File: config.mk
export PLATFORM = sky130hd
export DESIGN_NAME = lc3_control
export DESIGN_NICKNAME = d
export VERILOG_FILES = /design/src/rtl/lc3_pkg.sv /design/src/rtl/lc3_control_mem_wait_ctr.sv /design/src/rtl/lc3_control.sv
export SDC_FILE = /design/constraint.sdc
export NUM_CORES = 1
export LEC_CHECK = 0
export CAP_MARGIN = 20
export CORE_MARGIN = 10
export CORE_UTILIZATION = 50
export DETAILED_ROUTE_END_ITERATION = 8
export PLACE_DENSITY_LB_ADDON = 0.1
export SETUP_SLACK_MARGIN = 0.15
export SLEW_MARGIN = 20
export SYNTH_ARGS = -nofsm -noshare
export SYNTH_HDL_FRONTEND = slang
export SYNTH_SLANG_ARGS = --single-unit
File: constraint.sdc
create_clock -name Clk -period 3.15 [get_ports Clk]
set_input_delay 0.4725 -clock Clk [delete_from_list [all_inputs] [get_ports Clk]]
set_output_delay 0.4725 -clock Clk [all_outputs]
set_load 0.005 [all_outputs]
File: src/rtl/lc3_pkg.sv
// lc3_pkg: states, select encodings, opcodes and output decode for lc3_control.
// Build option PAUSE_IR_EN adds the PauseIR1/PauseIR2 fetch-debug states.
package lc3_pkg;

  typedef enum logic [4:0] {
    ST_HALTED,
    ST_18,
    ST_33,
    ST_35,
    ST_32,
    ST_1,
    ST_5,
    ST_9,
    ST_22,
    ST_12,
    ST_4,
    ST_21,
    ST_20,
    ST_6,
    ST_25,
    ST_27,
    ST_7,
    ST_23,
    ST_16,
`ifdef PAUSE_IR_EN
    ST_PAUSE_IR1,
    ST_PAUSE_IR2,
`endif
    ST_PAUSE_A,
    ST_PAUSE_B
  } state_t;

  localparam logic [1:0] ALUK_ADD   = 2'b00;
  localparam logic [1:0] ALUK_AND   = 2'b01;
  localparam logic [1:0] ALUK_NOT   = 2'b10;
  localparam logic [1:0] ALUK_PASSA = 2'b11;

  localparam logic [1:0] PC_INC  = 2'b00;
  localparam logic [1:0] PC_BUS  = 2'b01;
  localparam logic [1:0] PC_ADDR = 2'b10;

  localparam logic [1:0] A2_ZERO  = 2'b00;
  localparam logic [1:0] A2_OFF6  = 2'b01;
  localparam logic [1:0] A2_OFF9  = 2'b10;
  localparam logic [1:0] A2_OFF11 = 2'b11;

  localparam logic [3:0] OP_BR  = 4'b0000;
  localparam logic [3:0] OP_ADD = 4'b0001;
  localparam logic [3:0] OP_JSR = 4'b0100;
  localparam logic [3:0] OP_AND = 4'b0101;
  localparam logic [3:0] OP_LDR = 4'b0110;
  localparam logic [3:0] OP_STR = 4'b0111;
  localparam logic [3:0] OP_NOT = 4'b1001;
  localparam logic [3:0] OP_JMP = 4'b1100;
  localparam logic [3:0] OP_PSE = 4'b1101;

  typedef struct packed {
    logic       ld_mar;
    logic       ld_mdr;
    logic       ld_ir;
    logic       ld_ben;
    logic       ld_cc;
    logic       ld_reg;
    logic       ld_pc;
    logic       ld_led;
    logic       gate_pc;
    logic       gate_mdr;
    logic       gate_alu;
    logic       gate_marmux;
    logic       sr2mux;
    logic       addr1mux;
    logic       marmux;
    logic       drmux;
    logic       sr1mux;
    logic       mio_en;
    logic [1:0] pcmux;
    logic [1:0] addr2mux;
    logic [1:0] aluk;
    logic       mem_oe;
    logic       mem_we;
  } ctrl_t;

  // Control word for a state; last marks the final memory-wait cycle.
  function automatic ctrl_t decode(
    input state_t s,
    input logic   last,
    input logic   ir_5
  );
    ctrl_t c;
    c = '0;
    unique case (s)
      ST_18: begin
        c.gate_pc = 1'b1;
        c.ld_mar  = 1'b1;
        c.pcmux   = PC_INC;
        c.ld_pc   = 1'b1;
      end
      ST_33, ST_25: begin
        c.mem_oe = 1'b1;
        c.mio_en = 1'b1;
        c.ld_mdr = last;
      end
      ST_35: begin
        c.gate_mdr = 1'b1;
        c.ld_ir    = 1'b1;
      end
      ST_32: c.ld_ben = 1'b1;
      ST_1, ST_5: begin
        c.sr1mux   = 1'b1;
        c.sr2mux   = ir_5;
        c.aluk     = (s == ST_1) ? ALUK_ADD
                                 : ALUK_AND;
        c.gate_alu = 1'b1;
        c.ld_reg   = 1'b1;
        c.ld_cc    = 1'b1;
      end
      ST_9: begin
        c.sr1mux   = 1'b1;
        c.aluk     = ALUK_NOT;
        c.gate_alu = 1'b1;
        c.ld_reg   = 1'b1;
        c.ld_cc    = 1'b1;
      end
      ST_22: begin
        c.addr2mux = A2_OFF9;
        c.pcmux    = PC_ADDR;
        c.ld_pc    = 1'b1;
      end
      ST_12: begin
        c.sr1mux   = 1'b1;
        c.addr1mux = 1'b1;
        c.addr2mux = A2_ZERO;
        c.pcmux    = PC_ADDR;
        c.ld_pc    = 1'b1;
      end
      ST_4: begin
        c.gate_pc = 1'b1;
        c.drmux   = 1'b1;
        c.ld_reg  = 1'b1;
      end
      ST_21: begin
        c.addr2mux = A2_OFF11;
        c.pcmux    = PC_ADDR;
        c.ld_pc    = 1'b1;
      end
      ST_20: begin
        c.addr1mux = 1'b1;
        c.addr2mux = A2_ZERO;
        c.pcmux    = PC_ADDR;
        c.ld_pc    = 1'b1;
      end
      ST_6, ST_7: begin
        c.sr1mux      = 1'b1;
        c.addr1mux    = 1'b1;
        c.addr2mux    = A2_OFF6;
        c.gate_marmux = 1'b1;
        c.ld_mar      = 1'b1;
      end
      ST_27: begin
        c.gate_mdr = 1'b1;
        c.ld_reg   = 1'b1;
        c.ld_cc    = 1'b1;
      end
      ST_23: begin
        c.aluk     = ALUK_PASSA;
        c.gate_alu = 1'b1;
        c.ld_mdr   = 1'b1;
      end
      ST_16: c.mem_we = 1'b1;
`ifdef PAUSE_IR_EN
      ST_PAUSE_IR1: c.ld_led = 1'b1;
`endif
      ST_PAUSE_A: c.ld_led = 1'b1;
      default: c = '0;
    endcase
    return c;
  endfunction

endpackage

File: src/rtl/lc3_control_mem_wait_ctr.sv
// mem_wait_ctr: saturating 3-bit memory wait counter.
// done flags the last wait cycle; done_nxt flags it one cycle early.
module mem_wait_ctr
  import lc3_pkg::*;
#(
  parameter int unsigned MEM_WAIT = 2
) (
  input  logic clk,
  input  logic rst,
  input  logic clr,
  input  logic en,
  output logic done,
  output logic done_nxt
);

  localparam logic [2:0] LAST = 3'(MEM_WAIT - 1);

  logic [2:0] cnt;
  logic [2:0] cnt_n;

  // Clear wins; counting stops at LAST so it never wraps.
  always_comb begin
    cnt_n = cnt;
    if (clr)
      cnt_n = '0;
    else if (en && cnt != LAST)
      cnt_n = cnt + 3'd1;
  end

  // Count register.
  always_ff @(posedge clk or posedge rst) begin
    if (rst)
      cnt <= '0;
    else
      cnt <= cnt_n;
  end

  assign done     = (cnt == LAST);
  assign done_nxt = (cnt_n == LAST);

endmodule

File: src/rtl/lc3_control.sv
// lc3_control: LC-3 fetch/decode/execute Moore FSM with registered outputs.
// Define PAUSE_IR_EN to single-step each fetch through PauseIR1/PauseIR2.
module lc3_control
  import lc3_pkg::*;
#(
  parameter int unsigned MEM_WAIT = 2
) (
  input  logic       Clk,
  input  logic       Reset,
  input  logic       Run,
  input  logic       Continue,
  input  logic [3:0] Opcode,
  input  logic       IR_5,
  input  logic       IR_11,
  input  logic       BEN,
  output logic       LD_MAR,
  output logic       LD_MDR,
  output logic       LD_IR,
  output logic       LD_BEN,
  output logic       LD_CC,
  output logic       LD_REG,
  output logic       LD_PC,
  output logic       LD_LED,
  output logic       GatePC,
  output logic       GateMDR,
  output logic       GateALU,
  output logic       GateMARMUX,
  output logic       SR2MUX,
  output logic       ADDR1MUX,
  output logic       MARMUX,
  output logic       DRMUX,
  output logic       SR1MUX,
  output logic       MIO_EN,
  output logic [1:0] PCMUX,
  output logic [1:0] ADDR2MUX,
  output logic [1:0] ALUK,
  output logic       Mem_OE,
  output logic       Mem_WE
);

  state_t state;
  state_t nxt;
  ctrl_t  ctrl;
  logic   done;
  logic   done_nxt;
  logic   is_wait;
  logic   clr;

  assign is_wait = (nxt inside {ST_33, ST_25, ST_16});
  assign clr     = !is_wait || (nxt != state);

  mem_wait_ctr #(
    .MEM_WAIT(MEM_WAIT)
  ) u_ctr (
    .clk     (Clk),
    .rst     (Reset),
    .clr     (clr),
    .en      (is_wait),
    .done    (done),
    .done_nxt(done_nxt)
  );

  // Next-state logic.
  always_comb begin
    nxt = state;
    unique case (state)
      ST_HALTED: if (Run) nxt = ST_18;
      ST_18:     nxt = ST_33;
      ST_33:     if (done) nxt = ST_35;
`ifdef PAUSE_IR_EN
      ST_35:     nxt = ST_PAUSE_IR1;
      ST_PAUSE_IR1:
        if (Continue) nxt = ST_PAUSE_IR2;
      ST_PAUSE_IR2:
        if (!Continue) nxt = ST_32;
`else
      ST_35:     nxt = ST_32;
`endif
      ST_32: begin
        nxt = ST_18;
        unique case (1'b1)
          Opcode == OP_ADD: nxt = ST_1;
          Opcode == OP_AND: nxt = ST_5;
          Opcode == OP_NOT: nxt = ST_9;
          Opcode == OP_BR:
            nxt = BEN ? ST_22 : ST_18;
          Opcode == OP_JMP: nxt = ST_12;
          Opcode == OP_JSR: nxt = ST_4;
          Opcode == OP_LDR: nxt = ST_6;
          Opcode == OP_STR: nxt = ST_7;
          Opcode == OP_PSE: nxt = ST_PAUSE_A;
          default:          nxt = ST_18;
        endcase
      end
      ST_4:  nxt = IR_11 ? ST_21 : ST_20;
      ST_6:  nxt = ST_25;
      ST_25: if (done) nxt = ST_27;
      ST_7:  nxt = ST_23;
      ST_23: nxt = ST_16;
      ST_16: if (done) nxt = ST_18;
      ST_PAUSE_A:
        if (Continue) nxt = ST_PAUSE_B;
      ST_PAUSE_B:
        if (!Continue) nxt = ST_18;
      ST_1, ST_5, ST_9, ST_22,
      ST_12, ST_21, ST_20, ST_27:
        nxt = ST_18;
      default: nxt = ST_HALTED;
    endcase
  end

  // State and control word registered together from the next state.
  always_ff @(posedge Clk or posedge Reset) begin
    if (Reset) begin
      state <= ST_HALTED;
      ctrl  <= '0;
    end else begin
      state <= nxt;
      ctrl  <= decode(nxt, done_nxt, IR_5);
    end
  end

  assign LD_MAR     = ctrl.ld_mar;
  assign LD_MDR     = ctrl.ld_mdr;
  assign LD_IR      = ctrl.ld_ir;
  assign LD_BEN     = ctrl.ld_ben;
  assign LD_CC      = ctrl.ld_cc;
  assign LD_REG     = ctrl.ld_reg;
  assign LD_PC      = ctrl.ld_pc;
  assign LD_LED     = ctrl.ld_led;
  assign GatePC     = ctrl.gate_pc;
  assign GateMDR    = ctrl.gate_mdr;
  assign GateALU    = ctrl.gate_alu;
  assign GateMARMUX = ctrl.gate_marmux;
  assign SR2MUX     = ctrl.sr2mux;
  assign ADDR1MUX   = ctrl.addr1mux;
  assign MARMUX     = ctrl.marmux;
  assign DRMUX      = ctrl.drmux;
  assign SR1MUX     = ctrl.sr1mux;
  assign MIO_EN     = ctrl.mio_en;
  assign PCMUX      = ctrl.pcmux;
  assign ADDR2MUX   = ctrl.addr2mux;
  assign ALUK       = ctrl.aluk;
  assign Mem_OE     = ctrl.mem_oe;
  assign Mem_WE     = ctrl.mem_we;

endmodule

# After elaboration in Yosys (flattened, before gate mapping)
# Index checks and enable logic that the tools add are counted.
# totals
inputBits	11
wordCells	129
register_bits	32
output_inout_bits	26
# op_classes
n_reduce_logical	20
n_mux	34
n_eq_ne	51
n_addsub	1
# ops
operator	n
$eq 5x4->1 const B	16
$pmux 5 s14	1
$eq 5x5->1 const B	9
$pmux 5 s9	1
$eq 5x3->1 const B	8
$mux 5	6
$eq 5x2->1 const B	4
$mux 1	18
$eq 4x3->1 const B	4
$reduce_or 4->1	4
$eq 4x4->1 const B	3
$pmux 2 s3	2
$eq 5x1->1 const B	2
$reduce_or 2->1	5
$reduce_or 5->1	2
$mux 3	3
$reduce_or 8->1	1
$eq 3x1->1 const B	2
$reduce_or 6->1	1
$logic_not 5->1	1
$ne 5x5->1	1
$eq 4x1->1 const B	1
$logic_not 4->1	1
$mux 4	1
9 further kinds	9

# Logic depth before layout (Yosys ltp)
# logic_depth
ltp_word	10
depth_mapped	10

# By module
# Synthesis repeated with hierarchy kept, for this count alone.
# hier_totals
hier_cells	189
hier_area_um2	1788.0
# by_module_without_submodules
mod	cells_each	instances	area_each_um2
lc3_control	165	1	1572.8
mem_wait_ctr	24	1	215.2

# Worst setup path after synthesis
# No wires, ideal clock.
# synth_timing
kind	register to register
start	reg u_ctr.cnt[0]
end	reg ctrl (netlist bit LD_MDR)
setup_slack_ns	0.826
required_ns	3.058
path_buffers	1
stages_incl_launch_ff	9
arrival_time_ns	2.232
period_less_slack_ns	2.324
cell_sequence	dfrtp_1 -> ha_1 -> nor2b_1 -> a21boi_0 -> o32ai_1 -> or4_1 -> buf_2 -> a211o_1 -> o31ai_2
# synth_via
elab_chain_len	10
elab_cells_between_ends	21
# synth_lines
item	line_no	rtl
start: declaration	lc3_control_mem_wait_ctr.sv:18	logic [2:0] cnt;
start signal: assignment	lc3_control_mem_wait_ctr.sv:35	cnt <= cnt_n;
$eq 3x1->1	lc3_control_mem_wait_ctr.sv:38	assign done = (cnt == LAST);
$mux 5 (on tied branches)	lc3_control.sv:100, lc3_control.sv:69, lc3_control.sv:97	
$pmux 5 s14	lc3_control.sv:66	unique case (state)
$eq 5x2->1 (tied with other cells)	lc3_pkg.sv:91, lc3_control.sv:49	
$reduce_bool 3->1	lc3_control.sv:49	assign is_wait = (nxt inside {ST_33, ST_25, ST_16});
$logic_and 1x1->1 or $logic_not 1->1 (tied branches)	lc3_control_mem_wait_ctr.sv:26, lc3_control.sv:50	
$mux 3 or $logic_or 1x1->1 (tied branches)	lc3_control_mem_wait_ctr.sv:26, lc3_control.sv:50	
$mux 3	lc3_control_mem_wait_ctr.sv:24	if (clr)
$eq 3x1->1	lc3_control_mem_wait_ctr.sv:39	assign done_nxt = (cnt_n == LAST);
$pmux 1 s2 (*)	lc3_pkg.sv:91	unique case (s)
end signal: assignment	lc3_control.sv:119	ctrl <= decode(nxt, done_nxt, IR_5);
end: declaration	lc3_control.sv:43	ctrl_t ctrl;
# Every way passes the cells marked *; elsewhere a longest branch is shown, timed or not.

# Worst setup path in the final report
# layout_timing
start	reg state[1]
end	reg ctrl (netlist bit LD_MDR)
# layout_via
elab_chain_len	10
elab_cells_between_ends	43
# layout_lines
item	line_no	rtl
start: declaration	lc3_control.sv:41	state_t state;
start signal: assignment	lc3_control.sv:118	state <= nxt;
$eq 5x3->1 or $eq 5x4->1 (tied branches)	lc3_control.sv:66	
$reduce_or 8->1	lc3_control.sv:66	
$pmux 5 s14 (*)	lc3_control.sv:66	
named net nxt[4]	lc3_control.sv:42	state_t nxt;
$eq 5x2->1 (tied with other cells)	lc3_pkg.sv:91, lc3_control.sv:49	
$reduce_bool 3->1	lc3_control.sv:49	
$logic_and 1x1->1 or $logic_not 1->1 (tied branches)	lc3_control_mem_wait_ctr.sv:26, lc3_control.sv:50	
$mux 3 or $logic_or 1x1->1 (tied branches)	lc3_control_mem_wait_ctr.sv:26, lc3_control.sv:50	
$mux 3	lc3_control_mem_wait_ctr.sv:24	
$eq 3x1->1	lc3_control_mem_wait_ctr.sv:39	
$pmux 1 s2 (*)	lc3_pkg.sv:91	
# Mark *: on every way through the listed nets, which the timed path passes. The rest lies on a longest branch.

==> reports/metrics.cfg <==
[placed_design]
placed_cells = 255
gp_congestion = 0.860
dp_hpwl_microns = 3230
portBuffers = 34

[drt]
drt-total-wl_microns = 4320
vias = 1512
avgRoutedWirePerCell_microns = 16.4
antenna_left = 0
first_pass_iters = 4
drtIter0Drc = 217
via_per_inst = 5.75
drc = 0

[run_status]
status = completed

[synthesis]
syn_area_per_cell_sq_um = 9.71
ys_warn_count = 0
synthCells = 183
synth_area_sq_um = 1780
yosysUniqueCellTypes = 67
yosysTopAreaCellShare_pct = 43.7
ys_ff_latch = 31
ys_async_sr_fraction_pct = 100
synth_ff_type = dfrtp_1
ys_seq_area_share_pct = 43.7
synth_edf_count = 0
synth.area.top_cells = dfrtp_1 (44%), nand2_1 (3.2%), nor2_1 (3.2%)
yosysTopAreaCell = dfrtp_1

[sta]
layout_min_cycle_time_ns = 2.78
tightest_slew_ns = 0.728
finalSetupViolations = 0
finalSetupTns_ns = 0
maxSlewViolCount = 0
rsz0062_at_grt = false
relSlewSlack_pct = 50.8
hold_viol_final = 0
max_freq_mhz = 360
post-route-period-util_pct = 88.3
fin_skew_ns = 0.0121

[die]
start_util_pct = 52.4
dieWidth_microns = 79.6
rows = 21
core_sq_um = 3390
io_pins = 37
fp.dieArea_sq_um = 6340
die_y_microns = 79.6

[clocking]
postCtsSetupBuffers = 0
clkSinkCount = 31
cts_buffers = 5
cts_buffer_depth = 2
htreeDepth = 2
cts-root-buf = clkbuf_4
cts_hold_buf = 0
cts_resized = 0
clk_pin_slew_ns = 0.10
cts_tree = yes
clock_latency_ns = 0.33

[critical_path]
crit_fanout = 17
criticalPathCategory = register to register
cp_slowest_cell = dfrtp_1
path_buf_inv = 1
required_ns = 3.40
cp-end-kind = register
crit_arrival_ns = 3.03
cp_cell_sequence = nor4bb_1 -> a211oi_1 -> a41oi_1 -> inv_1 -> or4b_1 -> o31ai_2
slowest_delay_ns = 0.72
setup.worst_path.start_class = register
critPathTopFamily = simple AND/OR/NAND/NOR gates

[pwr]
p_per_area_nw_per_um2 = 851
leakage_nw = 0.975
ir_drop_uv = 650

[finish]
layout-drive-gt1-share_pct = 11.1
final_common_cell = clkdlybuf4s50_1
fin_nets = 229
final_cell_mix = clkdlybuf4s50_1 (34), dfrtp_1 (31), nor2_1 (15), nand2_1 (15), inv_1 (9)
syn_to_final_growth_pct = 23.9
nFillCells = 272
num_antenna_cells = 0
stdcell_count = 263

[global_routing]
antenna_found_initial = 0
grt_max_degree = 32
overflow = 0
grt_pass1_vias = 1444
grt_use_total_pct = 13.7
grt_pass1_wl_microns = 6950

[worst_hold_path]
hold_path_class = primary input to asynchronous set/reset pin

[run]
max_cap_viol_count = 0

synthesized netlist by cell type (2+ instances only):
cell type,count
nor4bb_1,2
o21ai_1,8
a31oi_1,2
a22oi_1,2
a21oi_1,5
nand4_1,3
buf_4,3
ha_1,2
inv_1,9
nand2b_1,2
inv_2,2
o21ai_0,5
mux2i_1,3
nor2_1,15
xnor2_1,2
nand3_1,6
o211ai_1,2
dfrtp_1,31
nand2_1,15
a21boi_0,3
nor3b_1,2
nor3_1,4
buf_2,5
nor2b_1,6
and4_1,2
sequential cells by signal (all words and copies together) (netlist names), 2 cells and up:
register / count
state: 5
u_ctr.cnt: 3
ALUK: 2
ADDR2MUX: 2
stage by stage:
stage	power (mW)	area [sq um]	util, %	hold WS, ns	setup WS [ns]
3_3_place_gp	1.52	2120	62.4	0.589	0.352
6_report	1.87	2200	65.0	0.511	0.369
5_1_grt	2.01	2200	65.0	0.543	0.303
2_1_floorplan	1.26	1780	-	0.555	0.826
3_5_place_dp	1.55	2120	62.4	0.598	0.257
4_1_cts	1.88	2200	65.0	0.520	0.491
tightest hold or removal path: stages:
cell and delay [ns]:
clkdlybuf4s50_1 0.40, inv_1 0.05, buf_4 0.34
power by group:
group	switching (mW)	leakage, nW	internal [mW]	total (mW)
registers	0.127	0.422	0.494	0.621
clock network	0.138	0.0482	0.187	0.325
logic	0.502	0.505	0.425	0.927
total	0.766	0.975	1.11	1.87
cell families after synthesis:
kind of cell	share of synthesized area (%)
AND/OR/NAND/NOR	24.3
AO/OA/AOI/OAI	19.3
flip-flops	43.7
buffers and inverters	6.69
multiplexers	2.96
XOR/XNOR	1.48
adder cells (fa/ha/maj)	1.41
other	0.211
layout make-up:
type | instances | area [sq um] | share of cell area (%)
Multi-Input combinational cell | 131 | 886 | 40.2
Sequential cell | 31 | 776 | 35.2
Timing Repair Buffer | 36 | 355 | 16.1
Tap cell | 46 | 57.6 | 2.61
Clock buffer | 6 | 51.3 | 2.33
Inverter | 11 | 41.3 | 1.88
Clock inverter | 2 | 35.0 | 1.59
routing by layer:
metal | vias up | GRT usage, % | share of wire, %
li1 | 733 | - | -
met2 | 55 | 22.0 | 47
met5 | - | 0 | 0
met4 | 0 | 3.94 | 1.6
met1 | 714 | 17.1 | 44
met3 | 10 | 4.39 | 7.5
final timing paths:
| path | endpoint | from | slack (ns) | cells past startpoint |
|---|---|---|---|---|
| worst min register to register | u_ctr.cnt[0] | u_ctr.cnt[0] | 0.62 | 2 |
| worst max register to register | LD_MDR | state[1] | 0.37 | 6 |
| worst min-delay path | ADDR2MUX[0] | Reset | 0.51 | 3 |
| max in group asynchronous | LD_BEN | Reset | 2.36 | 3 |
| worst max-delay path | LD_MDR | state[1] | 0.37 | 6 |
| min in group Clk | u_ctr.cnt[0] | u_ctr.cnt[0] | 0.62 | 2 |
(Power assumes the default switching activity.)
